===== src/rtl/muldiv_pkg.sv =====
// Shared definitions for the RV32M multiply/divide unit: funct3 encodings,
// FSM state type and the divide-by-zero quotient.
package muldiv_pkg;

    localparam logic [2:0] F3_MUL    = 3'b000;
    localparam logic [2:0] F3_MULH   = 3'b001;
    localparam logic [2:0] F3_MULHSU = 3'b010;
    localparam logic [2:0] F3_MULHU  = 3'b011;
    localparam logic [2:0] F3_DIV    = 3'b100;
    localparam logic [2:0] F3_DIVU   = 3'b101;
    localparam logic [2:0] F3_REM    = 3'b110;
    localparam logic [2:0] F3_REMU   = 3'b111;

    localparam logic [31:0] DIV_BY_ZERO_QUO = 32'hFFFF_FFFF;
    localparam int          ITER_CYCLES     = 32;

    typedef enum logic [1:0] {
        IDLE = 2'd0,
        CALC = 2'd1,
        DONE = 2'd2
    } state_t;

endpackage


===== src/rtl/muldiv_div_core.sv =====
// Restoring divider datapath on operand magnitudes; one quotient bit per step.
// quotient/remainder are the values after the step taken in the current cycle.
module muldiv_div_core
    import muldiv_pkg::*;
(
    input  logic        clk,
    input  logic        reset,
    input  logic        load,
    input  logic        step,
    input  logic [31:0] dividend,
    input  logic [31:0] divisor,
    output logic [31:0] quotient,
    output logic [31:0] remainder
);

    logic [31:0] quo_q, rem_q, dvsr_q;
    logic [32:0] shifted, diff;

    // The dividend shifts out of quo_q as quotient bits shift in.
    always_comb begin
        shifted = {rem_q, quo_q[31]};
        diff    = shifted - {1'b0, dvsr_q};
        if (!diff[32]) begin
            remainder = diff[31:0];
            quotient  = {quo_q[30:0], 1'b1};
        end else begin
            remainder = shifted[31:0];
            quotient  = {quo_q[30:0], 1'b0};
        end
    end

    always_ff @(posedge clk) begin
        if (reset) begin
            quo_q  <= '0;
            rem_q  <= '0;
            dvsr_q <= '0;
        end else if (load) begin
            quo_q  <= dividend;
            rem_q  <= '0;
            dvsr_q <= divisor;
        end else if (step) begin
            quo_q  <= quotient;
            rem_q  <= remainder;
        end
    end

endmodule


===== src/rtl/mul_div_unit.sv =====
// RV32M multiply/divide unit: iterative shift-add multiply and restoring divide.
// Define MULDIV_FAST_MUL_EN for a single-cycle combinational multiply path.
module mul_div_unit
    import muldiv_pkg::*;
#(
    parameter int XLEN = 32
) (
    input  logic            clk,
    input  logic            reset,
    input  logic            start,
    input  logic [2:0]      funct3,
    input  logic [XLEN-1:0] op_a,
    input  logic [XLEN-1:0] op_b,
    output logic            busy,
    output logic            done,
    output logic [XLEN-1:0] result
);

    state_t state_q, state_d;
    logic [4:0]      count_q;
    logic [2:0]      f3_q;
    logic            neg_q;
    logic [XLEN-1:0] mcand_q, mul_hi_q, mul_lo_q, result_q;

    logic            accept, a_signed_in, b_signed_in, a_neg_in, b_neg_in, neg_in;
    logic [XLEN-1:0] a_mag, b_mag;
    logic            div_zero, div_ovf, fast_mul, fast;
    logic [XLEN-1:0] fast_val, fast_mul_val, final_val;
    logic [XLEN:0]   mul_sum;
    logic [XLEN-1:0] mul_hi_step, mul_lo_step, quo_step, rem_step, quo_s, rem_s;
    logic [2*XLEN-1:0] prod, prod_s;

    assign accept = start && (state_q != CALC);

    // NOTE: every signal driven here gets a default first, so no path can infer a latch.
    always_comb begin
        a_signed_in = 1'b0;
        b_signed_in = 1'b0;
        case (funct3)
            F3_MULH, F3_DIV, F3_REM: begin
                a_signed_in = 1'b1;
                b_signed_in = 1'b1;
            end
            F3_MULHSU: a_signed_in = 1'b1;
            default: ;
        endcase
    end

    assign a_neg_in = a_signed_in & op_a[XLEN-1];
    assign b_neg_in = b_signed_in & op_b[XLEN-1];
    assign a_mag    = a_neg_in ? -op_a : op_a;
    assign b_mag    = b_neg_in ? -op_b : op_b;
    // The remainder takes the dividend's sign; everything else the product of signs.
    assign neg_in   = (funct3 == F3_REM || funct3 == F3_REMU) ? a_neg_in : (a_neg_in ^ b_neg_in);

    assign div_zero = funct3[2] && (op_b == '0);
    assign div_ovf  = funct3[2] && !funct3[0] && (op_a == 32'h8000_0000) && (op_b == 32'hFFFF_FFFF);

`ifdef MULDIV_FAST_MUL_EN
    logic signed [XLEN:0]     fm_a, fm_b;
    logic signed [2*XLEN-1:0] fm_prod;
    assign fm_a         = {a_signed_in & op_a[XLEN-1], op_a};
    assign fm_b         = {b_signed_in & op_b[XLEN-1], op_b};
    assign fm_prod      = 64'(fm_a) * 64'(fm_b);
    assign fast_mul     = !funct3[2];
    assign fast_mul_val = (funct3 == F3_MUL) ? fm_prod[XLEN-1:0] : fm_prod[2*XLEN-1:XLEN];
`else
    assign fast_mul     = 1'b0;
    assign fast_mul_val = '0;
`endif

    always_comb begin
        fast_val = fast_mul_val;
        if (div_zero)
            fast_val = funct3[1] ? op_a : DIV_BY_ZERO_QUO;
        else if (div_ovf)
            fast_val = funct3[1] ? '0 : op_a;
    end
    assign fast = fast_mul || div_zero || div_ovf;

    // Shift-add step: conditionally add the multiplicand into the high half, then shift right.
    assign mul_sum     = {1'b0, mul_hi_q} + (mul_lo_q[0] ? {1'b0, mcand_q} : '0);
    assign mul_hi_step = mul_sum[XLEN:1];
    assign mul_lo_step = {mul_sum[0], mul_lo_q[XLEN-1:1]};
    assign prod        = {mul_hi_step, mul_lo_step};
    assign prod_s      = neg_q ? -prod : prod;

    muldiv_div_core u_div_core (
        .clk       (clk),
        .reset     (reset),
        .load      (accept),
        .step      ((state_q == CALC) && f3_q[2]),
        .dividend  (a_mag),
        .divisor   (b_mag),
        .quotient  (quo_step),
        .remainder (rem_step)
    );

    assign quo_s     = neg_q ? -quo_step : quo_step;
    assign rem_s     = neg_q ? -rem_step : rem_step;
    assign final_val = f3_q[2] ? (f3_q[1] ? rem_s : quo_s)
                               : ((f3_q == F3_MUL) ? prod_s[XLEN-1:0] : prod_s[2*XLEN-1:XLEN]);

    always_comb begin
        state_d = state_q;
        busy    = (state_q == CALC);
        done    = (state_q == DONE);
        case (state_q)
            IDLE, DONE: begin
                if (start)
                    state_d = fast ? DONE : CALC;
                else
                    state_d = IDLE;
            end
            CALC: if (count_q == 5'(ITER_CYCLES - 1)) state_d = DONE;
            default: state_d = IDLE;
        endcase
    end

    // NOTE: state registers use non-blocking assignments so every flop samples pre-edge values.
    always_ff @(posedge clk) begin
        if (reset) state_q <= IDLE;
        else       state_q <= state_d;
    end

    // NOTE: operand and accumulator registers are plain flops, so clearing them on reset is cheap.
    always_ff @(posedge clk) begin
        if (reset) begin
            count_q  <= '0;
            f3_q     <= '0;
            neg_q    <= 1'b0;
            mcand_q  <= '0;
            mul_hi_q <= '0;
            mul_lo_q <= '0;
            result_q <= '0;
        end else if (accept) begin
            count_q  <= '0;
            f3_q     <= funct3;
            neg_q    <= neg_in;
            mcand_q  <= b_mag;
            mul_hi_q <= '0;
            mul_lo_q <= a_mag;
            if (fast) result_q <= fast_val;
        end else if (state_q == CALC) begin
            count_q <= count_q + 5'd1;
            if (!f3_q[2]) begin
                mul_hi_q <= mul_hi_step;
                mul_lo_q <= mul_lo_step;
            end
            if (count_q == 5'(ITER_CYCLES - 1)) result_q <= final_val;
        end
    end

    assign result = result_q;

endmodule


===== config.mk =====
export PLATFORM = sky130hd
export DESIGN_NAME = mul_div_unit
export DESIGN_NICKNAME = d
export VERILOG_FILES = /design/src/rtl/muldiv_pkg.sv /design/src/rtl/muldiv_div_core.sv /design/src/rtl/mul_div_unit.sv
export SDC_FILE = /design/constraint.sdc
export NUM_CORES = 1
export LEC_CHECK = 0
export CORE_MARGIN = 2
export CORE_UTILIZATION = 51
export CTS_CLUSTER_SIZE = 14
export DETAILED_ROUTE_END_ITERATION = 7
export PLACE_DENSITY = 0.77
export SYNTH_ARGS = -nofsm -noshare
export SYNTH_HDL_FRONTEND = slang
export SYNTH_SLANG_ARGS = --single-unit

===== constraint.sdc =====
create_clock -name clk -period 6 [get_ports clk]
set_input_delay 0.9 -clock clk [delete_from_list [all_inputs] [get_ports clk]]
set_output_delay 0.9 -clock clk [all_outputs]
set_load 0.05 [all_outputs]

==> impl_metrics.tcl, run 1 <==
set metrics [dict create \
    run_status "complete, no violations" \
    postLayoutSetupSlackWorst_ns 0.357 \
    die_h_um 195 \
    die_w_um 195 \
    worstPathCellList "inv_1 > ha_1 > fa_1 > and2b_1 > o2111ai_4 > a211oi_2 > nor3_1 > o31ai_2 > xor2_4 > inv_2 > nand2_1 > o21ai_0 > buf_4 > inv_1 > ha_1 > nand2_1 > or3_1 > nor4_2 > o31ai_1 > or4b_1 > nor4_1 > nor3b_1 > a211oi_2" \
    io_pins 104 \
    synth-seq-cells 203 \
    area_growth_syn_to_layout_pct 12.3 \
    synth.avg_cell_area_um2 7.22 \
    netlist_instances 2566 \
    worst_hold_path_type "flop to flop" \
    clockBufferDepth 3 \
    final-setup-viol-count 0 \
    place_congestion 1.06 \
    p_switching_mw 1.71 \
    critPathKind "flop to flop" \
    overflow 0 \
    crit_arrival_ns 6.11 \
    initial_utilization 0.519 \
    ant_nets 0 \
    fmax_ghz 0.177 \
    grt_usage 0.393 \
    nets 2722 \
    ys.warnings.count 0 \
    syn_nets 2710 \
    skew_ns 0.0128 \
    r2r_slack_ns 0.36 \
    path_clk_slew_ns 0.06 \
    vias 20800 \
    viasPerCell 6.81 \
    synth_area_leaders "dfxtp_1, a21oi_1, nand2_1" \
    fin_crit_ns 5.64 \
    synth.distinct_cells 97 \
    regArea_um2 4070 \
    routedWlPerCell_um 25.1 \
    max_stage_delay_ns 0.56 \
    grt_max_degree 81 \
    r2r-start "u_div_core.quo_q[31]" \
    pwr_density_cell_nw_per_um2 225 \
    first_global_vias 19100 \
    multi_input_area_um2 13600 \
    seq_power_share 0.331 \
    worst_ep_required_time_ns 6.47 \
    dr.pass1.iters 6 \
    place_ws_ns 0.439 \
    swShare 0.367 \
    antenna_found_initial 0 \
    synth_edf_count 0 \
    port-buffer-count 103 \
    core-area_um2 35700 \
    tightestPinTransition_ns 1.06 \
    slew-limit-headroom 0.283 \
    final_common_cell "nand2_1" \
    dp_hpwl_um 59100 \
    rsz0062_at_grt "false" \
    dp_cells 3011 \
    drive_above_1_share 0.0621 \
    drc 0 \
    drt-initial-drc-count 2330 \
    pwr-share-comb 0.305 \
    nFillCells 3399 \
    htree_levels 1 \
    rr_endpoint "result[30]" \
    leakagePower_nw 7.50 \
    cts_buffers 25 \
    layout_common_cells "nand2_1, nor2_1, a21oi_1" \
    hold_viol_final 0 \
    min_from "mul_hi_q[26]" \
    fin_crit_sh 0.940 \
    fin_setup_tns_ns 0 \
    dieArea_um2 37800 \
    stdcell_area_um2 20800 \
    placed_area_um2 19900 \
    holdPathStages 2 \
    hold_path_end "mul_hi_q[26]" \
    yosys.area.top_type_share 0.220 \
    intPower_mw 2.96 \
    cts_root_buffer "clkbuf_16" \
    fp-row-count 69 \
    crit_path_top_delay_cell "or4b_1" \
    drv_cap 0 \
    ys_seq_area_frac 0.220 \
    ir_drop_mv 0.265 \
    ys.flop_type "dfxtp_1" \
    tritoncts "yes" \
    syn_area_um2 18500 \
    slew_violations 0 \
    layoutNonFillerInstCount 3055 \
    insertion_delay_ns 0.55 \
    routed_wirelength_um 76700 \
    diodes 0 \
    grt_pass1_wl_um 116000 \
    synth_area_leader_cell "dfxtp_1" \
    p_clk_frac 0.364 \
    clock_sinks 203 \
    worst-r2r-cell-count 23 \
    async_flop_share 0 \
    crit_fanout 13 \
    setup.worst_path.end_class "flop" \
    crit_path_start_kind "flop" \
]
==> layout make-up <==
class,instances,area share
Multi-Input combinational cell,2120,0.653
Sequential cell,203,0.196
Timing Repair Buffer,148,0.0657
Clock buffer,30,0.0334
Tap cell,461,0.0277
Inverter,80,0.0144
Clock inverter,13,0.00957
==> sequential cells by signal, indices dropped and copies added (netlist names) <==
| name | count |
|---|---|
| mul_hi_q | 32 |
| mul_lo_q | 32 |
| result | 32 |
| u_div_core.dvsr_q | 32 |
| u_div_core.quo_q | 32 |
| u_div_core.rem_q | 32 |
| count_q | 5 |
| f3_q | 3 |
| state_q | 2 |
| neg_q | 1 |
==> layer usage <==
layer / vias up / GRT usage / share of wire / wire (um)
li1: 9494 / - / - / -
met4: 0 / 0.232 / 0.069 / 5310
met3: 230 / 0.0765 / 0.11 / 8540
met2: 1286 / 0.589 / 0.42 / 32100
met1: 9786 / 0.525 / 0.40 / 30800
met5: - / 0 / 0 / 0
==> power groups by stage <==
stage / registers [mW] / clock network (mW) / logic [mW]
global route: 1.55 / 1.76 / 1.52
floorplan: 1.51 / 0 / 0.949
global placement: 1.56 / 0 / 1.35
detailed placement: 1.57 / 0 / 1.36
CTS: 1.54 / 1.71 / 1.37
finish: 1.54 / 1.70 / 1.43
==> cell usage after synthesis, types with 25 or more instances <==
cell	n
ha_1	72
and2_1	51
o211ai_1	25
nor2_1	252
nand3_1	72
nand4_1	33
nor4_1	34
mux2i_1	80
o21ai_0	156
a211oi_1	83
a21boi_0	46
inv_1	77
nor3_1	91
a31oi_1	46
a21o_1	32
o31ai_1	32
xor2_1	70
dfxtp_1	203
xnor2_1	85
a21oi_1	207
or3_1	39
clkbuf_1	142
nand2_1	272
==> worst max-delay path by stage <==
stage                         start         end  slack (ns)
4_1_cts        u_div_core.quo_q[31]  result[30]        0.40
3_3_place_gp   u_div_core.quo_q[31]  result[30]        0.56
3_5_place_dp   u_div_core.quo_q[31]  result[30]        0.44
6_report       u_div_core.quo_q[31]  result[30]        0.36
5_1_grt        u_div_core.quo_q[31]  result[30]        0.03
2_1_floorplan  u_div_core.quo_q[31]  result[30]        0.39
==> metrics by stage <==
stage / hold slack [ns] / utilization / total power, mW
final: 0.460 / 0.583 / 4.67
after global routing: 0.489 / 0.583 / 4.83
after CTS: 0.461 / 0.582 / 4.62
after detailed placement: 0.453 / 0.557 / 2.93
after global placement: 0.446 / 0.557 / 2.91
after floorplan: 0.440 / - / 2.45
==> repair_timing <==
| item | 4_1_cts | 5_1_grt |
|---|---|---|
| hold buffers | 0 | 0 |
| setup buffers | 0 | 1 |
| setup endpoints to repair | 0 | 2 |
| gates resized for setup | 0 | 4 |
==> cell families (layout without fill, tap and decap cells) <==
family | after synthesis | after routing | synth area share
muxes | 92 | 92 | 0.0530
buffers and inverters | 243 | 271 | 0.0511
DFF | 203 | 203 | 0.220
and+or+nand+nor | 979 | 979 | 0.259
xor gates and xnor gates | 156 | 156 | 0.0742
AOI/OAI and AO/OA | 819 | 819 | 0.292
adders and majority gates | 74 | 74 | 0.0508
==> worst max-delay path, delay by kind of cell (launching register included) <==
family | cells | cell delay (ns)
and+or+nand+nor | 9 | 2.21
AOI/OAI and AO/OA | 6 | 1.39
DFF | 1 | 0.43
buffers and inverters | 4 | 0.43
xor gates and xnor gates | 1 | 0.21
adders and majority gates | 3 | 0.89
(Power assumes the default switching activity.)
==> run 2, diff against run 1 <==
--- a/config.mk
+++ b/config.mk
@@ -9,6 +9,7 @@
 export CORE_UTILIZATION = 51
 export CTS_CLUSTER_SIZE = 14
 export DETAILED_ROUTE_END_ITERATION = 7
+export HOLD_SLACK_MARGIN = 0.15
 export PLACE_DENSITY = 0.77
 export SYNTH_ARGS = -nofsm -noshare
 export SYNTH_HDL_FRONTEND = slang
==> results of run 2 <==
Final layout, timing and power as in run 1 (identical DEF).
